==> src/rtl/instr_feeder.sv <==
// instr_feeder: steps through a synchronous instruction RAM and hands each
// instruction (plus the immediate word of an mvi) to the CPU. It pulses Run
// once per instruction, then waits for Done. It halts on the reserved HALT
// opcode, or after the word at LAST_ADDR has been consumed.
// Optional build macro: INSTR_FEEDER_TIMEOUT_EN. When it is defined, a wait for
// Done that lasts TIMEOUT cycles sets the sticky Error flag and halts.
module instr_feeder #(
  parameter logic [4:0]  LAST_ADDR = 5'd31,
  parameter int unsigned TIMEOUT   = 8
) (
  input  logic       Clock,
  input  logic       Resetn,
  input  logic       Start,
  input  logic       Done,
  input  logic [8:0] MEM_DATA,
  output logic [4:0] ADDRESS,
  output logic [8:0] DIN,
  output logic       Run,
  output logic       Halted,
  output logic       Error,
  output logic [4:0] PC
);

  typedef enum logic [2:0] {
    IDLE, FETCH, LATCH, FETCH_IMM, LATCH_IMM, ISSUE, WAIT, HALT
  } state_t;

  localparam logic [2:0] OP_MVI  = 3'b001;
  localparam logic [2:0] OP_HALT = 3'b111;

  state_t     state, next_state;
  logic [4:0] pc;
  logic [8:0] instr_reg;
  logic [8:0] imm_reg;
  logic       is_mvi;      // instruction in instr_reg carries an immediate
  logic       last_word;   // last word consumed was at LAST_ADDR
  logic       first_wait;  // marks the first WAIT cycle after ISSUE
  logic       timeout_hit;

`ifdef INSTR_FEEDER_TIMEOUT_EN
  localparam int unsigned CW = (TIMEOUT < 2) ? 1 : $clog2(TIMEOUT);

  logic [CW-1:0] wait_cnt;
  logic          error_q;

  // A Done that arrives on the expiring edge wins over the timeout.
  assign timeout_hit = (state == WAIT) && !Done && (wait_cnt == CW'(TIMEOUT - 1));
  assign Error       = error_q;

  // Count consecutive WAIT cycles; latch the sticky timeout flag
  always_ff @(posedge Clock) begin
    if (!Resetn) begin
      wait_cnt <= '0;
      error_q  <= 1'b0;
    end else if (state == WAIT) begin
      wait_cnt <= wait_cnt + 1'b1;
      if (timeout_hit) error_q <= 1'b1;
    end else begin
      wait_cnt <= '0;
    end
  end
`else
  // TIMEOUT has no effect in this build. It is referenced here only so both
  // builds share one parameter list.
  assign timeout_hit = (TIMEOUT == 0) & 1'b0;
  assign Error       = 1'b0;
`endif

  // State register
  always_ff @(posedge Clock) begin
    if (!Resetn) state <= IDLE;
    else         state <= next_state;
  end

  // Next-state decode
  always_comb begin
    next_state = state;
    case (state)
      IDLE:      if (Start) next_state = FETCH;
      FETCH:     next_state = LATCH;
      LATCH: begin
        if (MEM_DATA[8:6] == OP_HALT)
          next_state = HALT;
        else if (MEM_DATA[8:6] == OP_MVI)
          next_state = (pc == LAST_ADDR) ? HALT : FETCH_IMM;
        else
          next_state = ISSUE;
      end
      FETCH_IMM: next_state = LATCH_IMM;
      LATCH_IMM: next_state = ISSUE;
      ISSUE:     next_state = WAIT;
      WAIT: begin
        if (Done)             next_state = last_word ? HALT : FETCH;
        else if (timeout_hit) next_state = HALT;
      end
      HALT:      if (Start) next_state = FETCH;
      default:   next_state = IDLE;
    endcase
  end

  // Output decode; the RAM is always addressed by PC
  always_comb begin
    Run     = (state == ISSUE);
    Halted  = (state == HALT);
    ADDRESS = pc;
    PC      = pc;
    DIN     = (state == WAIT && first_wait && is_mvi) ? imm_reg : instr_reg;
  end

  // Program counter, instruction/immediate capture and bookkeeping flags
  always_ff @(posedge Clock) begin
    if (!Resetn) begin
      pc         <= '0;
      instr_reg  <= '0;
      imm_reg    <= '0;
      is_mvi     <= 1'b0;
      last_word  <= 1'b0;
      first_wait <= 1'b0;
    end else begin
      case (state)
        IDLE, HALT: if (Start) pc <= '0;
        LATCH: begin
          instr_reg <= MEM_DATA;
          pc        <= pc + 5'd1;
          is_mvi    <= (MEM_DATA[8:6] == OP_MVI);
          last_word <= (pc == LAST_ADDR);
        end
        LATCH_IMM: begin
          imm_reg   <= MEM_DATA;
          pc        <= pc + 5'd1;
          last_word <= (pc == LAST_ADDR);
        end
        ISSUE:     first_wait <= 1'b1;
        WAIT:      first_wait <= 1'b0;
        default: ;
      endcase
    end
  end

endmodule

==> config.mk <==
export PLATFORM = sky130hd
export DESIGN_NAME = instr_feeder
export DESIGN_NICKNAME = d
export VERILOG_FILES = /design/src/rtl/instr_feeder.sv
export SDC_FILE = /design/constraint.sdc
export NUM_CORES = 1
export LEC_CHECK = 0
export ABC_CLOCK_PERIOD_IN_PS = 3880
export CAP_MARGIN = 20
export CORE_MARGIN = 5
export CORE_UTILIZATION = 52
export DETAILED_ROUTE_END_ITERATION = 7
export PLACE_DENSITY = 0.88
export SETUP_SLACK_MARGIN = 0.4
export SLEW_MARGIN = 20
export SYNTH_ARGS = -nofsm -noshare
export SYNTH_HDL_FRONTEND = slang
export SYNTH_SLANG_ARGS = --single-unit
==> constraint.sdc <==
create_clock -name Clock -period 3.88 [get_ports Clock]
set_input_delay 0.776 -clock Clock [delete_from_list [all_inputs] [get_ports Clock]]
set_output_delay 0.776 -clock Clock [all_outputs]
set_load 0.01 [all_outputs]
# == Word-level counts from Yosys, hierarchy flattened ==
# Index checks and enable logic that the tools add are counted.
# op_classes
n_mux,11
reduce_logical,9
eq_ne,12
n_addsub,1
# ops
operator,count
3-bit case mux with 7 select lines,1
3-bit two-way mux,6
"3-bit == test, second input constant",5
5-bit case mux with 2 select lines,1
9-bit two-way mux,1
"3-bit by 1-bit == test with 1-bit output, second input constant",2
"3-bit by 2-bit == test with 1-bit output, second input constant",2
"5-bit by 1-bit adder with 5-bit output, second input constant",1
"5-bit == test, second input constant",1
5-bit two-way mux,1
2-bit AND reduction,2
2-bit nonzero test,2
2-bit OR reduction,2
3-bit zero test,1
1-bit logical AND,2
"2-bit by 1-bit != test with 1-bit output, second input constant",1
"2-bit != test, second input constant",1
1-bit case mux with 2 select lines,1
# totals
ff_bits,29
input_bits,13
output_inout_bits,22

# == Longest topological paths before layout ==
# logic_depth
ltp_word,5
ltp_mapped,6
ltp_nobuf,5

# == Least setup slack after synthesis ==
# No wires, ideal clock.
# synth_timing
path_kind,reg2out
start,reg state[2]
end,out DIN[0]
stages_incl_launch_ff,6
arrival_time_ns,1.288
setup_slack_ns,1.816
required_time_ns,3.104
cell_sequence,dfxtp_1 -> buf_4 -> and3_1 -> and3_1 -> buf_2 -> mux2_2
# synth_via
elab_chain_len,4
# synth_lines
element,line_no,text
start: declaration,31,"state_t state, next_state;"
start signal: assignment,72,else state <= next_state;
3-bit == test,107,DIN = (state == WAIT && first_wait && is_mvi) ? imm_reg : instr_reg;
1-bit logical AND (2 in a row),107,
9-bit two-way mux,107,
end: declaration,17,"output logic [8:0] DIN,"
# Every way passes these cells.

# == Worst setup path after layout ==
# layout_timing
start,reg state[1]
end,out DIN[3]
# The elaborated chain is that of the path after synthesis.

==> results.cfg <==
[timing]
final_max_slew_viol_count = 0
worst-slew-pin-transition_ns = 1.15
report.final.setup_viol = 0
worst_slew_margin_rel_pct = 23.3
fmaxAchievable_mhz = 303
final_min_period_over_clock_period_pct = 85.0
timing.clock.skew_ns = 0.0141
unrepaired_setup_endpoints_after_global_routing = no
min_period_ns = 3.30
totalNegativeSetupSlack_ns = 0
final-hold-violation-count = 0

[finish]
area_delta_synth_final_pct = 24.4
area.sequential_sq_um = 581
multi_input_area_sq_um = 726
fill_cells = 215
drive_gt1_share_pct = 10.6
antennaDiodeCount = 0
final_net_count = 202

[critical_path]
reg2reg_slack_ns = 1.75
worst_r2r_path_depth = 4
worst-endpoint-required_ns = 3.10
critical_path.startpoint = state[1]$_SDFFE_PN0P_
rr_startpoint = state[2]$_SDFFE_PN0P_
timing_worst_setup_path_type = reg2out
setup.worst_path.start_class = register
cp_max_fo = 15
cp.arrival_ns = 2.52
category_of_the_worst_setup_path_capture_point = primary output

[global_routing]
groute.usage.overall_pct = 20.3
first_global_vias = 1323
grt_first_pass_wirelength_microns = 5660
initial_antenna_violation_count = 0
grt_overflow_total = 0
grt_start_max_net_pins = 25

[clock_tree]
post_cts_hold_buffer_count = 0
ctsHtreeMaxLevel = 2
clock_tree.root_cell = clkbuf_4
postCtsSetupRepairBufs = 0
clk_pin_slew_worst_paths_ns = 0.09
clock_buffer_depth = 2
cts_sinks = 29
tritoncts.num_buffers = 5
clk_latency_ns = 0.34
cts.repair.resized = 0
tritoncts = built

[route]
route.antenna.remaining_nets = 0
routedWlPerCell_microns = 15.0
route.detailed.vias_per_inst = 5.64
drtPass1Iterations = 4
drt_drc_violations_left = 0
vias = 1230
postRouteWirelength_microns = 3270
dr.first_iter.drc_count = 32

[placed_design]
port_buffers = 33
routabilityCongestion = 0.810
post-dp-hpwl_microns = 2330

[logic_synthesis]
synth_area_sq_um = 1400
netlist.area_leader.share_pct = 41.5
yosysTopAreaCell = dfxtp_1
synth-edff-count = 0
synth_seq_cells = 29
yosys_most_used_dff = dfxtp_1
yosys.cell_count.top_type = dfxtp_1
synth_commonest_cells = dfxtp_1, nand2_1, nor2_1
synth_top_cells_by_area = dfxtp_1, mux2_2, nand2_1
syn_inst = 161
yosys_warnings = 0
average_size_of_a_mapped_cell_sq_um = 8.69
syn_nets = 176
synth_seq_area_share_pct = 41.5
yosysUniqueCellTypes = 32
async_s_r_ff_share_synth_pct = 0

[job]
cap_viol_max_count = 0

[power_and_ir_drop]
static_leakage_nw = 0.658
vdd.ir_drop.worst_mv = 0.366
design_power_total_mw = 0.695
cellPowerDensity_nw_per_um2 = 400

[floorplanning]
dieHeight_microns = 61.9
start_util_pct = 55.5
floorplan.die_area_sq_um = 3830
placementRows = 18
top_level_ports = 35
die_width_microns = 61.9
coreArea_sq_um = 2520

[run_status]
status = finished clean

[hold_path]
min_path_cells = 2
hold_path.class = reg2reg
hold_path.startpoint = instr_reg[0]$_SDFFE_PN0N_
placed cells by master (no fill, tap or decap):
cell type,instances
clkdlybuf4s50_1,33
dfxtp_1,29
nand2_1,27
nor2_1,15
a21oi_1,13
mux2i_1,10
mux2_2,9
o21ai_0,7
clkbuf_4,5
and3_1,4
inv_1,3
nand3_1,3
nor3_1,2
xnor2_1,2
o21bai_1,2
nor3b_1,2
o31ai_1,2
a22o_1,2
ha_1,2
clkinv_2,2
inv_2,1
and2_1,1
nor3b_2,1
nor2b_1,1
or2_4,1
a31oi_1,1
a221oi_1,1
or3_1,1
xor2_1,1
and4_1,1
a2111oi_4,1
a21o_1,1
conb_1,1
clkbuf_1,1
logic make-up after synthesis:
family                     after synthesis  share of synthesized area, %
muxes                                   19                          14.4
and+or+nand+nor                         59                          19.1
adders and majority gates                2                          1.79
xor gates and xnor gates                 3                          1.88
buffers and inverters                   18                          6.98
DFF                                     29                          41.5
AOI/OAI and AO/OA                       30                          14.1
other                                    1                         0.268
critical path: stages, from the launching register on:
cell and delay (ns):
dfxtp_1 0.62, and3_1 0.25, and3_1 0.44, mux2_2 0.40, clkdlybuf4s50_1 0.48
worst paths after layout:
path,end
worst max-delay path,DIN[3]
worst min-delay path,instr_reg[0]$_SDFFE_PN0N_
worst max register to register,ADDRESS[2]$_SDFFE_PN0P_
worst min register to register,instr_reg[0]$_SDFFE_PN0N_
area by class of cell:
| type | instances | area share (%) |
|---|---|---|
| clock buffers | 6 | 2.37 |
| clock inverters | 2 | 0.575 |
| inverters | 4 | 0.863 |
| multi-input cells | 114 | 41.7 |
| flip-flops and latches | 29 | 33.4 |
| well taps | 30 | 2.16 |
| repair buffers | 33 | 19.0 |
layer usage:
metal	GRT usage (%)	up-vias	part of all wire (%)
met3	6.82	15	7.4
met2	34.7	48	48
met5	0	-	0
met4	10.3	0	3.0
met1	22.3	570	41
li1	-	597	-
where the power goes:
group          switching, mW  internal, mW
sequential            0.0302         0.322
clock                  0.106        0.0688
combinational         0.0846        0.0833
through the flow:
stage	instances	util [%]	setup WS (ns)	hold WS (ns)	instance area (sq um)
after floorplan	161	-	1.82	0.432	1400
after global placement	210	67.0	1.04	0.440	1690
after detailed placement	210	67.0	0.960	0.452	1690
after CTS	218	69.0	0.581	0.467	1740
after global routing	218	69.0	0.419	0.484	1740
final	218	69.0	0.580	0.463	1740
Note: power is estimated with default switching activity, not from simulation.
